`src/rtl/vga_pkg.sv`:
```
// Shared VGA timing constants (800x600 @ 36 MHz pixel clock).
// The DEF_* values are the default module timing. The game logic imports the
// HLastActive/VLastActive values for its 799/599 end-of-frame check.
package vga_pkg;

  localparam int unsigned DefHActive = 800;
  localparam int unsigned DefHFp     = 24;
  localparam int unsigned DefHSync   = 72;
  localparam int unsigned DefHBp     = 128;
  localparam int unsigned DefVActive = 600;
  localparam int unsigned DefVFp     = 1;
  localparam int unsigned DefVSync   = 2;
  localparam int unsigned DefVBp     = 22;

  localparam int unsigned DefHTotal = DefHActive + DefHFp + DefHSync + DefHBp;  // 1024
  localparam int unsigned DefVTotal = DefVActive + DefVFp + DefVSync + DefVBp;  // 625

  localparam int unsigned HLastActive = DefHActive - 1;  // 799
  localparam int unsigned VLastActive = DefVActive - 1;  // 599

  localparam int unsigned HCoordW = 11;
  localparam int unsigned VCoordW = 10;

endpackage

```
`src/rtl/vga_timing.sv`:
```
// VGA raster timing generator with registered colour/sync output stage.
// Ports:
//   pixel_clk               pixel clock, all logic on the rising edge
//   rst_n                   asynchronous active-low reset
//   red_in/green_in/blue_in colour for the current h_coord/v_coord
//   h_coord/v_coord         raster counters (the counter flops themselves)
//   display_on              coords lie inside the visible area
//   frame_start             one-cycle pulse while coords are (0,0)
//   vga_hs/vga_vs           sync outputs, aligned with vga_r/g/b
//   vga_r/vga_g/vga_b       registered colour to the DAC
module vga_timing
  import vga_pkg::*;
#(
  parameter int unsigned H_ACTIVE = DefHActive,
  parameter int unsigned H_FP     = DefHFp,
  parameter int unsigned H_SYNC   = DefHSync,
  parameter int unsigned H_BP     = DefHBp,
  parameter int unsigned V_ACTIVE = DefVActive,
  parameter int unsigned V_FP     = DefVFp,
  parameter int unsigned V_SYNC   = DefVSync,
  parameter int unsigned V_BP     = DefVBp,
  parameter bit          HS_POL   = 1'b1,
  parameter bit          VS_POL   = 1'b1
) (
  input  logic               pixel_clk,
  input  logic               rst_n,
  input  logic [3:0]         red_in,
  input  logic [3:0]         green_in,
  input  logic [3:0]         blue_in,
  output logic [HCoordW-1:0] h_coord,
  output logic [VCoordW-1:0] v_coord,
  output logic               display_on,
  output logic               frame_start,
  output logic               vga_hs,
  output logic               vga_vs,
  output logic [3:0]         vga_r,
  output logic [3:0]         vga_g,
  output logic [3:0]         vga_b
);

  localparam int unsigned HTotal = H_ACTIVE + H_FP + H_SYNC + H_BP;
  localparam int unsigned VTotal = V_ACTIVE + V_FP + V_SYNC + V_BP;

  localparam logic [HCoordW-1:0] HLast    = HCoordW'(HTotal - 1);
  localparam logic [HCoordW-1:0] HActEnd  = HCoordW'(H_ACTIVE);
  localparam logic [HCoordW-1:0] HsStart  = HCoordW'(H_ACTIVE + H_FP);
  localparam logic [HCoordW-1:0] HsEnd    = HCoordW'(H_ACTIVE + H_FP + H_SYNC);
  localparam logic [VCoordW-1:0] VLast    = VCoordW'(VTotal - 1);
  localparam logic [VCoordW-1:0] VActEnd  = VCoordW'(V_ACTIVE);
  localparam logic [VCoordW-1:0] VsStart  = VCoordW'(V_ACTIVE + V_FP);
  localparam logic [VCoordW-1:0] VsEnd    = VCoordW'(V_ACTIVE + V_FP + V_SYNC);

  logic [HCoordW-1:0] h_q, h_d;
  logic [VCoordW-1:0] v_q, v_d;
  logic               display_on_q, display_on_d;
  logic               frame_start_q, frame_start_d;
  // Internal syncs, active-high, aligned with the coordinate registers.
  logic               hsync_q, hsync_d;
  logic               vsync_q, vsync_d;
  logic               vga_hs_q, vga_hs_d;
  logic               vga_vs_q, vga_vs_d;
  logic [3:0]         vga_r_q, vga_r_d;
  logic [3:0]         vga_g_q, vga_g_d;
  logic [3:0]         vga_b_q, vga_b_d;
  logic               h_wrap;

  always_comb begin
    h_wrap = (h_q == HLast);
    h_d    = h_wrap ? '0 : h_q + 1'b1;
    v_d    = v_q;
    if (h_wrap) begin
      v_d = (v_q == VLast) ? '0 : v_q + 1'b1;
    end

    // Decode from the next counter values so the flags land with their coords.
    display_on_d  = (h_d < HActEnd) && (v_d < VActEnd);
    frame_start_d = (h_d == '0) && (v_d == '0);
    hsync_d       = (h_d >= HsStart) && (h_d < HsEnd);
    vsync_d       = (v_d >= VsStart) && (v_d < VsEnd);

    // Output stage: one cycle behind the coords, colour gated by display_on.
    vga_hs_d = hsync_q ? HS_POL : ~HS_POL;
    vga_vs_d = vsync_q ? VS_POL : ~VS_POL;
    vga_r_d  = display_on_q ? red_in   : '0;
    vga_g_d  = display_on_q ? green_in : '0;
    vga_b_d  = display_on_q ? blue_in  : '0;
  end

  always_ff @(posedge pixel_clk or negedge rst_n) begin
    if (!rst_n) begin
      h_q           <= '0;
      v_q           <= '0;
      display_on_q  <= 1'b0;
      frame_start_q <= 1'b0;
      hsync_q       <= 1'b0;
      vsync_q       <= 1'b0;
      vga_hs_q      <= ~HS_POL;
      vga_vs_q      <= ~VS_POL;
      vga_r_q       <= '0;
      vga_g_q       <= '0;
      vga_b_q       <= '0;
    end else begin
      h_q           <= h_d;
      v_q           <= v_d;
      display_on_q  <= display_on_d;
      frame_start_q <= frame_start_d;
      hsync_q       <= hsync_d;
      vsync_q       <= vsync_d;
      vga_hs_q      <= vga_hs_d;
      vga_vs_q      <= vga_vs_d;
      vga_r_q       <= vga_r_d;
      vga_g_q       <= vga_g_d;
      vga_b_q       <= vga_b_d;
    end
  end

  assign h_coord     = h_q;
  assign v_coord     = v_q;
  assign display_on  = display_on_q;
  assign frame_start = frame_start_q;
  assign vga_hs      = vga_hs_q;
  assign vga_vs      = vga_vs_q;
  assign vga_r       = vga_r_q;
  assign vga_g       = vga_g_q;
  assign vga_b       = vga_b_q;

endmodule

```
`config.mk`:
```
export PLATFORM = sky130hd
export DESIGN_NAME = vga_timing
export DESIGN_NICKNAME = d
export VERILOG_FILES = /design/src/rtl/vga_pkg.sv /design/src/rtl/vga_timing.sv
export SDC_FILE = /design/constraint.sdc
export NUM_CORES = 1
export LEC_CHECK = 0
export CORE_AREA = 2 2 69 71
export CTS_BUF_LIST = sky130_fd_sc_hd__clkbuf_2
export CTS_CLUSTER_SIZE = 28
export DETAILED_ROUTE_END_ITERATION = 16
export DIE_AREA = 0 0 71 73
export PLACE_DENSITY_LB_ADDON = 0.12
export SLEW_MARGIN = 10
export SYNTH_ARGS = -nofsm -noshare
export SYNTH_HDL_FRONTEND = slang
export SYNTH_SLANG_ARGS = --single-unit
export TNS_END_PERCENT = 20
```
`constraint.sdc`:
```
create_clock -name pixel_clk -period 2.65 [get_ports pixel_clk]
set_input_delay 0.53 -clock pixel_clk [delete_from_list [all_inputs] [get_ports pixel_clk]]
set_output_delay 0.53 -clock pixel_clk [all_outputs]
set_load 0.005 [all_outputs]
```
==> results.md <==
| Result | Reported | Unit |
|---|---|---|
| Status | completed | - |
| Slew at the pin with the worst max-slew slack | 847 | ps |
| Max VDD drop | 0.000204 | V |
| Critical path arrival | 2730 | ps |
| Syn avg cell area | 10.1 | um^2 |
| Leakage | 1.06 | nW |
| Count of standard-cell rows | 25 | - |
| Share of the clock period used by the worst path after layout | 91.4 | % |
| Category of the worst setup path launch point | flip-flop | - |
| Distinct cell type count after synthesis | 53 | - |
| Cell-by-cell trace of the critical path | inv_1 -> ha_1 -> and4bb_2 -> nand3_1 -> nand2_1 -> nor3_1 -> a2111o_1 -> a311oi_1 | - |
| Antenna violations before repair | 0 | - |
| RSZ-0062 raised after global routing | false | - |
| Final net count | 269 | - |
| Sw frac | 20.3 | % |
| Final hold violations | 0 | - |
| Highest metal layer used by the detailed router | met4 | - |
| CTS-repair resized insts | 0 | - |
| Count of fill cells added during filler insertion | 393 | - |
| Sequential standard cell area | 976 | um^2 |
| Initial Util | 45.5 | % |
| Place WS | 335 | ps |
| Crit path time final | 2420 | ps |
| Worst path max stage delay | 530 | ps |
| Yosys top cell by area | sky130_fd_sc_hd__dfrtp_1 | - |
| Async S/R FF share, synth | 100 | % |
| Number of pins with negative max-slew slack in the final report | 0 | - |
| Clock network power share | 41.0 | % |
| Std-Cell Core Area | 0.00454 | mm^2 |
| Sequential share of power | 54.1 | % |
| Total Wirelength | 4720 | um |
| Top cells by count, synth | 39 x sky130_fd_sc_hd__dfrtp_1, 15 x sky130_fd_sc_hd__and2_1, 13 x sky130_fd_sc_hd__nand2_1, 13 x sky130_fd_sc_hd__nand3_1 | - |
| Count of hold-fix buffers inserted at cts | 0 | - |
| Cell count after placement | 298 | - |
| Clock buffers created by TritonCTS | 5 | - |
| Netlist area before placement | 0.00206 | mm^2 |
| Die footprint | 0.00518 | mm^2 |
| Detailed-route wire length on metal 1 | 2250 | um |
| Number of standard cells in the final layout excluding fillers | 306 | - |
| Dominant register cell in the synthesized netlist | sky130_fd_sc_hd__dfrtp_1 | - |
| Die width | 71 | um |
| Critical-path cell with the highest stage delay | sky130_fd_sc_hd__dfrtp_1 | - |
| Sum of negative setup slack | 0 | ps |
| Number of synthesis warnings | 0 | - |
| Buffer levels on the longest clock path | 2 | - |
| Area Growth Syn to Fin | 29.1 | % |
| Share of the synthesized area in the top cell type | 47.3 | % |
| Num ports | 51 | - |
| Relative slew slack | 43.5 | % |
| P_sw | 0.228 | mW |
| First-pass iteration count of the detailed router | 4 | - |
| Clock latency at the later pin of the worst-skew pair | 400 | ps |
| Drt initial violations | 109 | - |
| Seq/Total Area, Yosys | 47.3 | % |
| Data required time of the worst path | 2960 | ps |
| Number of enable-type register cells in the synthesized netlist | 0 | - |
| Dpl cell area | 0.00257 | mm^2 |
| Total met2 wirelength after detailed routing | 2120 | um |
| Largest cells by area after synthesis | sky130_fd_sc_hd__dfrtp_1 47%, sky130_fd_sc_hd__and2_1 4.6%, sky130_fd_sc_hd__xnor2_1 3.4% | - |
| Most instantiated library cell after synthesis | sky130_fd_sc_hd__dfrtp_1 | - |
| Global route total overflow | 0 | - |
| Count of buffers from port buffering | 50 | - |
| Final count of negative-setup-slack endpoints | 0 | - |
| Post-route ant nets | 0 | - |
| Class of the worst hold path | in2async | - |
| Height of the chip | 73 | um |
| Setup Skew | 16.9 | ps |
| Clock root buffer master | sky130_fd_sc_hd__clkbuf_2 | - |
| Number of antenna cells inserted | 0 | - |
| Routed wl met3 | 294 | um |
| Final routed DRC violation total | 0 | - |
| Max-capacitance violation count | 0 | - |
| H-Tree Depth | 2 | - |
| Global-route wire length before repair | 7820 | um |
| Via count of the first global-routing pass | 1615 | - |
| Fin worst setup slack | 229 | ps |
| Routability-driven placement congestion ratio | 0.913 | - |
| Critical path endpoint category | flip-flop | - |
| Number of synthesized register bits | 39 | - |
| Vias | 1740 | - |
| CTS clock-pin slew for the worst setup and hold paths | 220 | ps |
| Post-route core utilization | 58.7 | % |
| Via count normalized by instance count | 5.69 | - |
| Startpoint-to-endpoint class of the critical path | reg2reg | - |
| Clock sinks | 39 | - |
| Setup Fix Bufs, Post-CTS | 0 | - |
| Part of the total power dissipated in combinational logic | 4.9 | % |
| Share of cells above drive strength 1 | 7.94 | % |
| Non-Filler Cell Area, Final | 0.00266 | mm^2 |
| Area occupied by multi-input gates | 971 | um^2 |
| Internal power of the cells | 0.894 | mW |
| Largest net degree at the start of global routing | 40 | - |
| HPWL after detailed placement | 3390 | um |
| Overall track demand over capacity in global routing | 19.1 | % |
| Peak fanout along the critical path | 9 | - |
| TritonCTS clock tree | built | - |
| Total power divided by cell area | 421 | mW/mm^2 |
| Average wire per standard cell | 15.4 | um |
| Post-Syn Nets | 222 | - |
| Fmax | 413 | MHz |
| Post-Syn Instances | 204 | - |
[through the flow]
stage | hold WS, ps | power [mW]
5_1_grt | 242 | 1.17
4_1_cts | 220 | 1.14
3_3_place_gp | 334 | 0.673
6_report | 198 | 1.12
3_5_place_dp | 336 | 0.674
2_1_floorplan | 234 | 0.626
[path summary, 6_finish.rpt]
kind                       slack, ps    endpoint  cells past startpoint       start
setup / recovery                 230  display_on                      8  v_coord[1]
hold / removal                   200    vga_b[3]                      1       rst_n
setup reg to reg                 230  display_on                      8  v_coord[1]
hold reg to reg                  370      vga_hs                      0     hsync_q
max in group asynchronous       1910  h_coord[4]                      1       rst_n
min in group pixel_clk           370      vga_hs                      0     hsync_q
[critical path: cells and delay by family, from the launching register on]
family                   cells  cell delay, ps
AO/OA/AOI/OAI                2             710
adder cells (fa/ha/maj)      1             150
AND/OR/NAND/NOR              4             800
buffers and inverters        1             150
flip-flops                   1             530
[power by group through the flow]
stage,logic (mW),clock network [mW],registers [mW]
after CTS,0.0568,0.472,0.608
after global routing,0.0613,0.497,0.609
after detailed placement,0.0565,0,0.618
after floorplan,0.00618,0,0.620
after global placement,0.0557,0,0.618
final,0.0547,0.460,0.607
[layer usage]
layer | GRT usage, % | vias to the layer above
li1 | - | 829
met1 | 27.6 | 829
met2 | 29.1 | 74
met3 | 4.28 | 8
met4 | 5.03 | 0
met5 | 0 | -
[cell type report]
| type | instances | share of cell area, % |
|---|---|---|
| clock buffer | 5 | 0.940 |
| timing repair buffer | 52 | 19.2 |
| multi-input combinational | 141 | 36.5 |
| inverter | 12 | 1.69 |
| tap | 54 | 2.54 |
| sequential | 39 | 36.7 |
| clock inverter | 3 | 2.54 |
[sequential cells by signal (all words and copies together), names as in the netlist]
signal	cells
display_on	1
frame_start	1
h_coord	11
hsync_q	1
v_coord	10
vga_b	4
vga_g	4
vga_hs	1
vga_r	4
vga_vs	1
vsync_q	1
[cells in the final DEF (no fill, tap or decap), types with 2 or more instances in the layout]
cell type and n:
sky130_fd_sc_hd__nor3_1 3, sky130_fd_sc_hd__and4_1 3, sky130_fd_sc_hd__buf_4 2, sky130_fd_sc_hd__nor2_1 11, sky130_fd_sc_hd__o21ai_0 6, sky130_fd_sc_hd__xnor2_1 8
sky130_fd_sc_hd__a31oi_1 4, sky130_fd_sc_hd__bufinv_16 2, sky130_fd_sc_hd__and3_1 3, sky130_fd_sc_hd__o22ai_1 2, sky130_fd_sc_hd__ha_1 4, sky130_fd_sc_hd__o32ai_1 2
sky130_fd_sc_hd__nand3_1 13, sky130_fd_sc_hd__xor2_1 2, sky130_fd_sc_hd__clkbuf_2 5, sky130_fd_sc_hd__clkdlybuf4s50_1 49, sky130_fd_sc_hd__a21oi_1 12, sky130_fd_sc_hd__and2_1 15
sky130_fd_sc_hd__dfrtp_1 39, sky130_fd_sc_hd__o31ai_1 4, sky130_fd_sc_hd__mux2i_1 2, sky130_fd_sc_hd__inv_1 12, sky130_fd_sc_hd__o21ai_1 2, sky130_fd_sc_hd__nand4_1 3
sky130_fd_sc_hd__nand2_1 13, sky130_fd_sc_hd__o21a_1 3
[kinds of logic (layout without fill, tap and decap cells)]
group | Yosys count | count (layout) | synth area share (%)
and+or+nand+nor | 75 | 75 | 22.5
muxes | 2 | 2 | 0.971
DFF | 39 | 39 | 47.3
adders and majority gates | 4 | 4 | 2.43
AOI/OAI and AO/OA | 50 | 50 | 16.9
xor gates and xnor gates | 10 | 10 | 4.25
buffers and inverters | 24 | 72 | 5.58
Note: power is estimated with default switching activity, not from simulation.
